<file path="src/rtl/muldiv_unit.sv">
`default_nettype none
// ============================================================================
//  Module      : muldiv_unit
//  Description : Iterative RV32M multiply/divide unit for the execute stage.
//                Multiplies by shift-add over the operand magnitudes
//                (MUL_STEPS multiplier bits per cycle) and divides by
//                restoring division (one quotient bit per cycle). It then
//                applies a final two's-complement sign fix. Divide-by-zero
//                and signed overflow finish in one cycle.
//  Ports       : clock     - rising-edge clock
//                reset     - asynchronous, active-low
//                start     - request an operation (sampled in IDLE only)
//                op        - RV32M funct3 (MUL..REMU)
//                rs1/rs2   - operands (dividend/multiplicand, divisor/multiplier)
//                flush     - abort current operation
//                stall_req - hold D/X while an operation is being computed
//                busy      - unit is not IDLE
//                done      - one-cycle pulse, result valid
//                result    - registered result, held until next completion
//  Revision    : 1.0 - initial release
// ============================================================================
module muldiv_unit #(
  parameter int XLEN      = 32,
  parameter int MUL_STEPS = 1
) (
  input  logic            clock,
  input  logic            reset,
  input  logic            start,
  input  logic [2:0]      op,
  input  logic [XLEN-1:0] rs1,
  input  logic [XLEN-1:0] rs2,
  input  logic            flush,
  output logic            stall_req,
  output logic            busy,
  output logic            done,
  output logic [XLEN-1:0] result
);

  localparam int            CW           = $clog2(XLEN + 1);
  localparam logic [CW-1:0] C_MUL_CYCLES = CW'(XLEN / MUL_STEPS);
  localparam logic [CW-1:0] C_DIV_CYCLES = CW'(XLEN);
  localparam logic [CW-1:0] C_ONE        = CW'(1);
  localparam logic [XLEN-1:0] C_MIN      = {1'b1, {(XLEN-1){1'b0}}};

  generate
    if ((XLEN % 2) != 0 || XLEN < 8 ||
        !(MUL_STEPS == 1 || MUL_STEPS == 2 || MUL_STEPS == 4) ||
        (XLEN % MUL_STEPS) != 0) begin : g_bad_params
      $error("muldiv_unit: illegal XLEN/MUL_STEPS combination");
    end
  endgenerate

  typedef enum logic [1:0] {
    S_IDLE = 2'd0,
    S_MUL  = 2'd1,
    S_DIV  = 2'd2,
    S_DONE = 2'd3
  } state_t;

  state_t            state_q, state_d;
  logic [2:0]        op_q, op_d;
  logic              neg_q, neg_d;     // negate the final result
  logic [XLEN-1:0]   mcand_q, mcand_d; // multiplicand or divisor magnitude
  logic [XLEN-1:0]   acc_q, acc_d;     // product high half / partial remainder
  logic [XLEN-1:0]   low_q, low_d;     // multiplier->product low / dividend->quotient
  logic [CW-1:0]     cnt_q, cnt_d;
  logic [XLEN-1:0]   result_q, result_d;

  // Operand decode in IDLE
  logic              in_s1, in_s2, in_neg;
  logic [XLEN-1:0]   abs1, abs2;
  logic              div_zero, sovf;
  logic [XLEN-1:0]   fast_res;

  always_comb begin
    // rs1 is signed for MUL, MULH, MULHSU, DIV, REM; rs2 for MUL, MULH, DIV, REM
    in_s1  = rs1[XLEN-1] & (op != 3'd3) & (op != 3'd5) & (op != 3'd7);
    in_s2  = rs2[XLEN-1] & ((op == 3'd0) | (op == 3'd1) | (op == 3'd4) | (op == 3'd6));
    // The remainder follows the dividend sign; everything else the sign product
    in_neg = (op == 3'd6) ? in_s1 : (in_s1 ^ in_s2);
    abs1   = in_s1 ? -rs1 : rs1;
    abs2   = in_s2 ? -rs2 : rs2;
    div_zero = (rs2 == '0);
    sovf     = ((op == 3'd4) | (op == 3'd6)) & (rs1 == C_MIN) & (rs2 == '1);
    if (div_zero) fast_res = op[1] ? rs1 : '1;
    else          fast_res = op[1] ? '0  : rs1;
  end

  // Shift-add multiply: MUL_STEPS iterations of the product register per cycle
  logic [XLEN-1:0]   mul_acc, mul_low;
  logic [XLEN:0]     mul_sum;
  logic [2*XLEN-1:0] prod_raw, prod_fix;
  logic [XLEN-1:0]   mul_res;

  always_comb begin
    mul_acc = acc_q;
    mul_low = low_q;
    mul_sum = '0;
    for (int i = 0; i < MUL_STEPS; i++) begin
      mul_sum = {1'b0, mul_acc} + (mul_low[0] ? {1'b0, mcand_q} : '0);
      mul_low = {mul_sum[0], mul_low[XLEN-1:1]};
      mul_acc = mul_sum[XLEN:1];
    end
    prod_raw = {mul_acc, mul_low};
    prod_fix = neg_q ? -prod_raw : prod_raw;
    mul_res  = (op_q == 3'd0) ? prod_fix[XLEN-1:0] : prod_fix[2*XLEN-1:XLEN];
  end

  // Restoring divide: one quotient bit per cycle
  logic [XLEN:0]     div_sh;
  logic              div_ge;
  logic [XLEN-1:0]   div_acc, div_low, quo_fix, rem_fix, div_res;

  always_comb begin
    div_sh  = {acc_q, low_q[XLEN-1]};
    div_ge  = (div_sh >= {1'b0, mcand_q});
    // When div_ge holds the true difference is below 2**XLEN, so the low bits suffice
    div_acc = div_ge ? (div_sh[XLEN-1:0] - mcand_q) : div_sh[XLEN-1:0];
    div_low = {low_q[XLEN-2:0], div_ge};
    quo_fix = neg_q ? -div_low : div_low;
    rem_fix = neg_q ? -div_acc : div_acc;
    div_res = op_q[1] ? rem_fix : quo_fix;
  end

  always_comb begin
    state_d  = state_q;
    op_d     = op_q;
    neg_d    = neg_q;
    mcand_d  = mcand_q;
    acc_d    = acc_q;
    low_d    = low_q;
    cnt_d    = cnt_q;
    result_d = result_q;
    case (state_q)
      S_IDLE: begin
        if (start && !flush) begin
          op_d  = op;
          neg_d = in_neg;
          acc_d = '0;
          if (op[2]) begin
            mcand_d = abs2;
            low_d   = abs1;
            cnt_d   = C_DIV_CYCLES;
            if (div_zero || sovf) begin
              result_d = fast_res;
              state_d  = S_DONE;
            end else begin
              state_d  = S_DIV;
            end
          end else begin
            mcand_d = abs1;
            low_d   = abs2;
            cnt_d   = C_MUL_CYCLES;
            state_d = S_MUL;
          end
        end
      end
      S_MUL: begin
        if (flush) begin
          state_d = S_IDLE;
        end else begin
          acc_d = mul_acc;
          low_d = mul_low;
          cnt_d = cnt_q - C_ONE;
          if (cnt_q == C_ONE) begin
            result_d = mul_res;
            state_d  = S_DONE;
          end
        end
      end
      S_DIV: begin
        if (flush) begin
          state_d = S_IDLE;
        end else begin
          acc_d = div_acc;
          low_d = div_low;
          cnt_d = cnt_q - C_ONE;
          if (cnt_q == C_ONE) begin
            result_d = div_res;
            state_d  = S_DONE;
          end
        end
      end
      S_DONE:  state_d = S_IDLE;
      default: state_d = S_IDLE;
    endcase
  end

  always_ff @(posedge clock or negedge reset) begin
    if (!reset) begin
      state_q  <= S_IDLE;
      op_q     <= '0;
      neg_q    <= 1'b0;
      mcand_q  <= '0;
      acc_q    <= '0;
      low_q    <= '0;
      cnt_q    <= '0;
      result_q <= '0;
    end else begin
      state_q  <= state_d;
      op_q     <= op_d;
      neg_q    <= neg_d;
      mcand_q  <= mcand_d;
      acc_q    <= acc_d;
      low_q    <= low_d;
      cnt_q    <= cnt_d;
      result_q <= result_d;
    end
  end

  assign stall_req = ((state_q == S_IDLE) && start && !flush) ||
                     (state_q == S_MUL) || (state_q == S_DIV);
  assign busy      = (state_q != S_IDLE);
  // A flush in the DONE cycle withdraws the completion
  assign done      = (state_q == S_DONE) && !flush;
  assign result    = result_q;

endmodule
`default_nettype wire

</file>
<file path="config.mk">
export PLATFORM = sky130hd
export DESIGN_NAME = muldiv_unit
export DESIGN_NICKNAME = d
export VERILOG_FILES = /design/src/rtl/muldiv_unit.sv
export SDC_FILE = /design/constraint.sdc
export NUM_CORES = 1
export LEC_CHECK = 0
export ABC_AREA = 1
export ABC_CLOCK_PERIOD_IN_PS = 4100
export BUFFER_PORTS_ARGS = -buffer_cell sky130_fd_sc_hd__buf_4
export CORE_MARGIN = 8
export CORE_UTILIZATION = 48
export CTS_CLUSTER_SIZE = 20
export DETAILED_ROUTE_END_ITERATION = 8
export GPL_ROUTABILITY_DRIVEN = 0
export HOLD_SLACK_MARGIN = 0.03
export PLACE_DENSITY_LB_ADDON = 0.12
export SKIP_CTS_REPAIR_TIMING = 1
export SYNTH_ARGS = -nofsm -noshare
export SYNTH_HDL_FRONTEND = slang
export SYNTH_SLANG_ARGS = --single-unit
</file>
<file path="constraint.sdc">
create_clock -name clock -period 4.1 [get_ports clock]
set_input_delay 0.615 -clock clock [delete_from_list [all_inputs] [get_ports clock]]
set_output_delay 0.615 -clock clock [all_outputs]
set_load 0.01 [all_outputs]
</file>
==> results_tabular.tex <==
\begin{tabular}{lr}
\hline
Metric & Value \\
\hline
\multicolumn{2}{l}{\textbf{Finish}} \\
\quad Post-route non-filler standard cell count & 3926 \\
\quad Design area & 21060 sq um \\
\quad Layout cells sized above 1 & 10.53\% \\
\quad Fillcell total & 4114 \\
\quad N\_diodes & 0 \\
\quad Post-synthesis to final-layout area growth & 10.92\% \\
\quad Final nets & 3536 \\
\multicolumn{2}{l}{\textbf{Logic synthesis}} \\
\quad Share of flip-flops with an asynchronous set or reset after synthesis & 100.0\% \\
\quad Warnings, synthesis & 0 \\
\quad Number of flops mapped to enable cells by yosys & 0 \\
\quad Cell area after technology mapping & 18990 sq um \\
\quad Fraction of the yosys area taken by sequential cells & 18.45\% \\
\quad Synthesized netlist cell count & 3320 \\
\quad Synth top area cells & sky130\_fd\_sc\_hd\_\_nand2\_1 21\%, sky130\_fd\_sc\_hd\_\_dfrtp\_1 18\%, sky130\_fd\_sc\_hd\_\_inv\_1 8.5\% \\
\quad Syn nets & 3468 \\
\quad Cell taking the most area after synthesis & sky130\_fd\_sc\_hd\_\_nand2\_1 \\
\quad Yosys reg bits & 140 \\
\quad Top flip-flop cell by instance count after synthesis & sky130\_fd\_sc\_hd\_\_dfrtp\_1 \\
\quad Cell with the most instances after synthesis & sky130\_fd\_sc\_hd\_\_nand2\_1 \\
\quad Distinct cell type count of the synthesized netlist & 64 \\
\quad Share of Yosys cell area claimed by the top area cell type & 20.86\% \\
\quad Leading cell types by count after synthesis & 1055 x sky130\_fd\_sc\_hd\_\_nand2\_1, 432 x sky130\_fd\_sc\_hd\_\_inv\_1, 339 x sky130\_fd\_sc\_hd\_\_nor2\_1 \\
\quad Post-Syn Area per Cell & 5.719 sq um \\
\multicolumn{2}{l}{\textbf{Floorplan}} \\
\quad Die extent in x & 214.9 microns \\
\quad Overall die area & 46180 sq um \\
\quad Initial Utilization & 48.23\% \\
\quad I/O pin total & 106 \\
\quad Floorplan die height & 214.9 microns \\
\quad Core Footprint & 39370 sq um \\
\quad Placement Rows & 73 \\
\multicolumn{2}{l}{\textbf{GRT}} \\
\quad GRT Resource Usage Total & 37.82\% \\
\quad Number of antenna violations at the first check in global routing & 5 \\
\quad Via count of the first global-routing pass & 22220 \\
\quad Global-route wire length before repair & 134.8 mm \\
\quad Pin count of the biggest net entering global routing & 94 \\
\quad Congestion Overflow GR & 0 \\
\multicolumn{2}{l}{\textbf{Routing}} \\
\quad Met2 wire length & 38.01 mm \\
\quad Vias & 23880 \\
\quad Uppermost signal routing layer after detailed routing & met5 \\
\quad Per-cell via count in the routed design & 6.084 \\
\quad DRC errors left & 10 \\
\quad Initial DRC Count & 3325 \\
\quad Total length of routed met3 wires & 11.57 mm \\
\quad DRT Wirelength & 90.32 mm \\
\quad Total iterations of the first detailed-routing run & 9 \\
\quad Number of nets with antenna violations after routing & 0 \\
\quad Average wire length per cell after detail routing & 23.00 microns \\
\quad DRT met1 WL & 33.35 mm \\
\multicolumn{2}{l}{\textbf{Clock network}} \\
\quad Num CTS Buffers & 17 \\
\quad Number of buffers between clock root and the deepest sink & 2 \\
\quad Number of H-tree levels & 4 \\
\quad Later-pin clock latency in the skew report & 490 ps \\
\quad CTS root buffer & sky130\_fd\_sc\_hd\_\_clkbuf\_16 \\
\quad Clk sinks & 140 \\
\quad Clock transition time at the flip-flop clock pins of the worst setup and hold paths & 70 ps \\
\quad TritonCTS clock tree & built \\
\multicolumn{2}{l}{\textbf{Timing}} \\
\quad Post-Route Setup TNS & 0 ps \\
\quad Post-layout minimum cycle time & 3980 ps \\
\quad Unrepaired setup endpoints after global routing & false \\
\quad Achievable frequency & 0.2512 GHz \\
\quad Number of setup violations in the final report & 0 \\
\quad Final worst clock skew & 17.06 ps \\
\quad Number of pins exceeding their max-slew limit in the final report & 0 \\
\quad Final critical-path share of the clock period & 97.08\% \\
\quad Worst relative slew slack & 19.01\% \\
\quad Worst-Margin Slew & 1214 ps \\
\quad Number of endpoints with negative hold slack in the final report & 0 \\
\multicolumn{2}{l}{\textbf{Critical path}} \\
\quad Reg-to-reg critical path startpoint & mcand\_q[26] \\
\quad Worst Path Arrival & 4360 ps \\
\quad R2R depth & 24 \\
\quad Crit path capture type & register \\
\quad Worst endpoint required time & 4470 ps \\
\quad Start-to-end type of the worst setup path & reg2reg \\
\quad FF-to-FF End & result[22] \\
\quad Startpoint class of the critical path & register \\
\quad Crit path max fanout & 23 \\
\quad R2r setup slk & 120 ps \\
\multicolumn{2}{l}{\textbf{Placement}} \\
\quad Cells after DPL & 3891 \\
\quad Post-DP HPWL & 70.49 mm \\
\quad Number of buffers inserted by port buffering & 105 \\
\quad DP Area & 20360 sq um \\
\multicolumn{2}{l}{\textbf{Outcome}} \\
\quad Run status & complete, but fails checks \\
\quad Failing checks & design-rule violations \\
\multicolumn{2}{l}{\textbf{Run}} \\
\quad Maxcap violations & 0 \\
\multicolumn{2}{l}{\textbf{Min path}} \\
\quad Worst hold path type & in2async \\
\hline
\end{tabular}
[state kept, by name, summed over array words and instances (netlist names)]
signal and count:
acc_q 32, neg_q 1, low_q 32, mcand_q 32, state_q 2, cnt_q 6, op_q 3, result 32
[per-layer routing]
| layer | up-vias | GRT usage (%) |
|---|---|---|
| met5 | - | 0 |
| met4 | 6 | 25.64 |
| met3 | 381 | 11.76 |
| met2 | 1701 | 57.64 |
| met1 | 10880 | 45.29 |
| li1 | 10920 | - |
[metrics by stage]
stage	utilization (%)	hold WS (ps)	worst slack, ps
floorplan	-	319.4	832.1
global route	53.50	290.1	12.38
global placement	51.72	472.0	-78.83
detailed placement	51.72	467.5	-106.3
finish	53.50	213.9	119.7
CTS	53.23	239.9	-134.9
[cell type report]
cell class                 count  area (sq um)  area share (%)
clock buffer                  18         439.2           2.085
clock inverter                14         155.1          0.7367
inverter                     452          1703           8.085
multi-input combinational   2607         13280           63.07
sequential                   140          3512           16.68
tap                          525         656.9           3.119
timing repair buffer         170          1313           6.232
[cells in the final DEF (no fill, tap or decap), types with 18 or more instances in the layout]
cell type,synthesis,routed
sky130_fd_sc_hd__a21oi_1,179,179
sky130_fd_sc_hd__a22oi_1,18,18
sky130_fd_sc_hd__buf_4,3,166
sky130_fd_sc_hd__dfrtp_1,140,135
sky130_fd_sc_hd__ha_1,75,70
sky130_fd_sc_hd__inv_1,432,428
sky130_fd_sc_hd__nand2_1,1055,1054
sky130_fd_sc_hd__nand2_2,39,40
sky130_fd_sc_hd__nand3_1,238,237
sky130_fd_sc_hd__nand3b_1,20,20
sky130_fd_sc_hd__nand4_1,41,41
sky130_fd_sc_hd__nor2_1,339,335
sky130_fd_sc_hd__nor2_2,25,28
sky130_fd_sc_hd__nor3_1,45,42
sky130_fd_sc_hd__o211ai_1,26,26
sky130_fd_sc_hd__o21ai_0,198,195
sky130_fd_sc_hd__o221ai_1,25,25
sky130_fd_sc_hd__o22ai_1,48,48
sky130_fd_sc_hd__xnor2_1,28,28
sky130_fd_sc_hd__xor2_1,62,61
[logic make-up after synthesis]
family | share of synthesized area [%]
flip-flops | 18.45
adder cells (fa/ha/maj) | 5.311
AO/OA/AOI/OAI | 17.43
AND/OR/NAND/NOR | 42.67
XOR/XNOR | 4.151
buffers and inverters | 11.99
[how the worst max path moves through the flow]
stage / start / end / slack, ps / cells past startpoint
finish: mcand_q[26] / result[22] / 120 / 24
global route: mcand_q[26] / result[22] / 10 / 24
CTS: low_q[0] / result[23] / -130 / 22
detailed placement: low_q[0] / result[31] / -110 / 22
global placement: low_q[0] / result[23] / -80 / 22
floorplan: low_q[0] / result[18] / 830 / 25
[critical path: stages (launching register included)]
cell and delay, ps:
sky130_fd_sc_hd__dfrtp_2 460, sky130_fd_sc_hd__inv_1 200, sky130_fd_sc_hd__ha_2 430, sky130_fd_sc_hd__nand2_1 140
sky130_fd_sc_hd__nor2_4 180, sky130_fd_sc_hd__nand2_1 80, sky130_fd_sc_hd__nor2_1 170, sky130_fd_sc_hd__nand3_1 120
sky130_fd_sc_hd__nand3_2 120, sky130_fd_sc_hd__inv_4 50, sky130_fd_sc_hd__buf_4 230, sky130_fd_sc_hd__nand3_1 120
sky130_fd_sc_hd__nand2_1 250, sky130_fd_sc_hd__nor2_2 230, sky130_fd_sc_hd__nand2_2 110, sky130_fd_sc_hd__nor2_4 160
sky130_fd_sc_hd__nand3_2 170, sky130_fd_sc_hd__nand2_1 110, sky130_fd_sc_hd__nand2_1 50, sky130_fd_sc_hd__nand2_1 110
sky130_fd_sc_hd__nand2_1 80, sky130_fd_sc_hd__nand2_1 90, sky130_fd_sc_hd__nand2_1 100, sky130_fd_sc_hd__nand2_1 70
sky130_fd_sc_hd__nand2_1 50
Power is left out: the tool's default activity adds up to more than one toggle a clock period on the data nets, which glitch-free logic cannot reach.
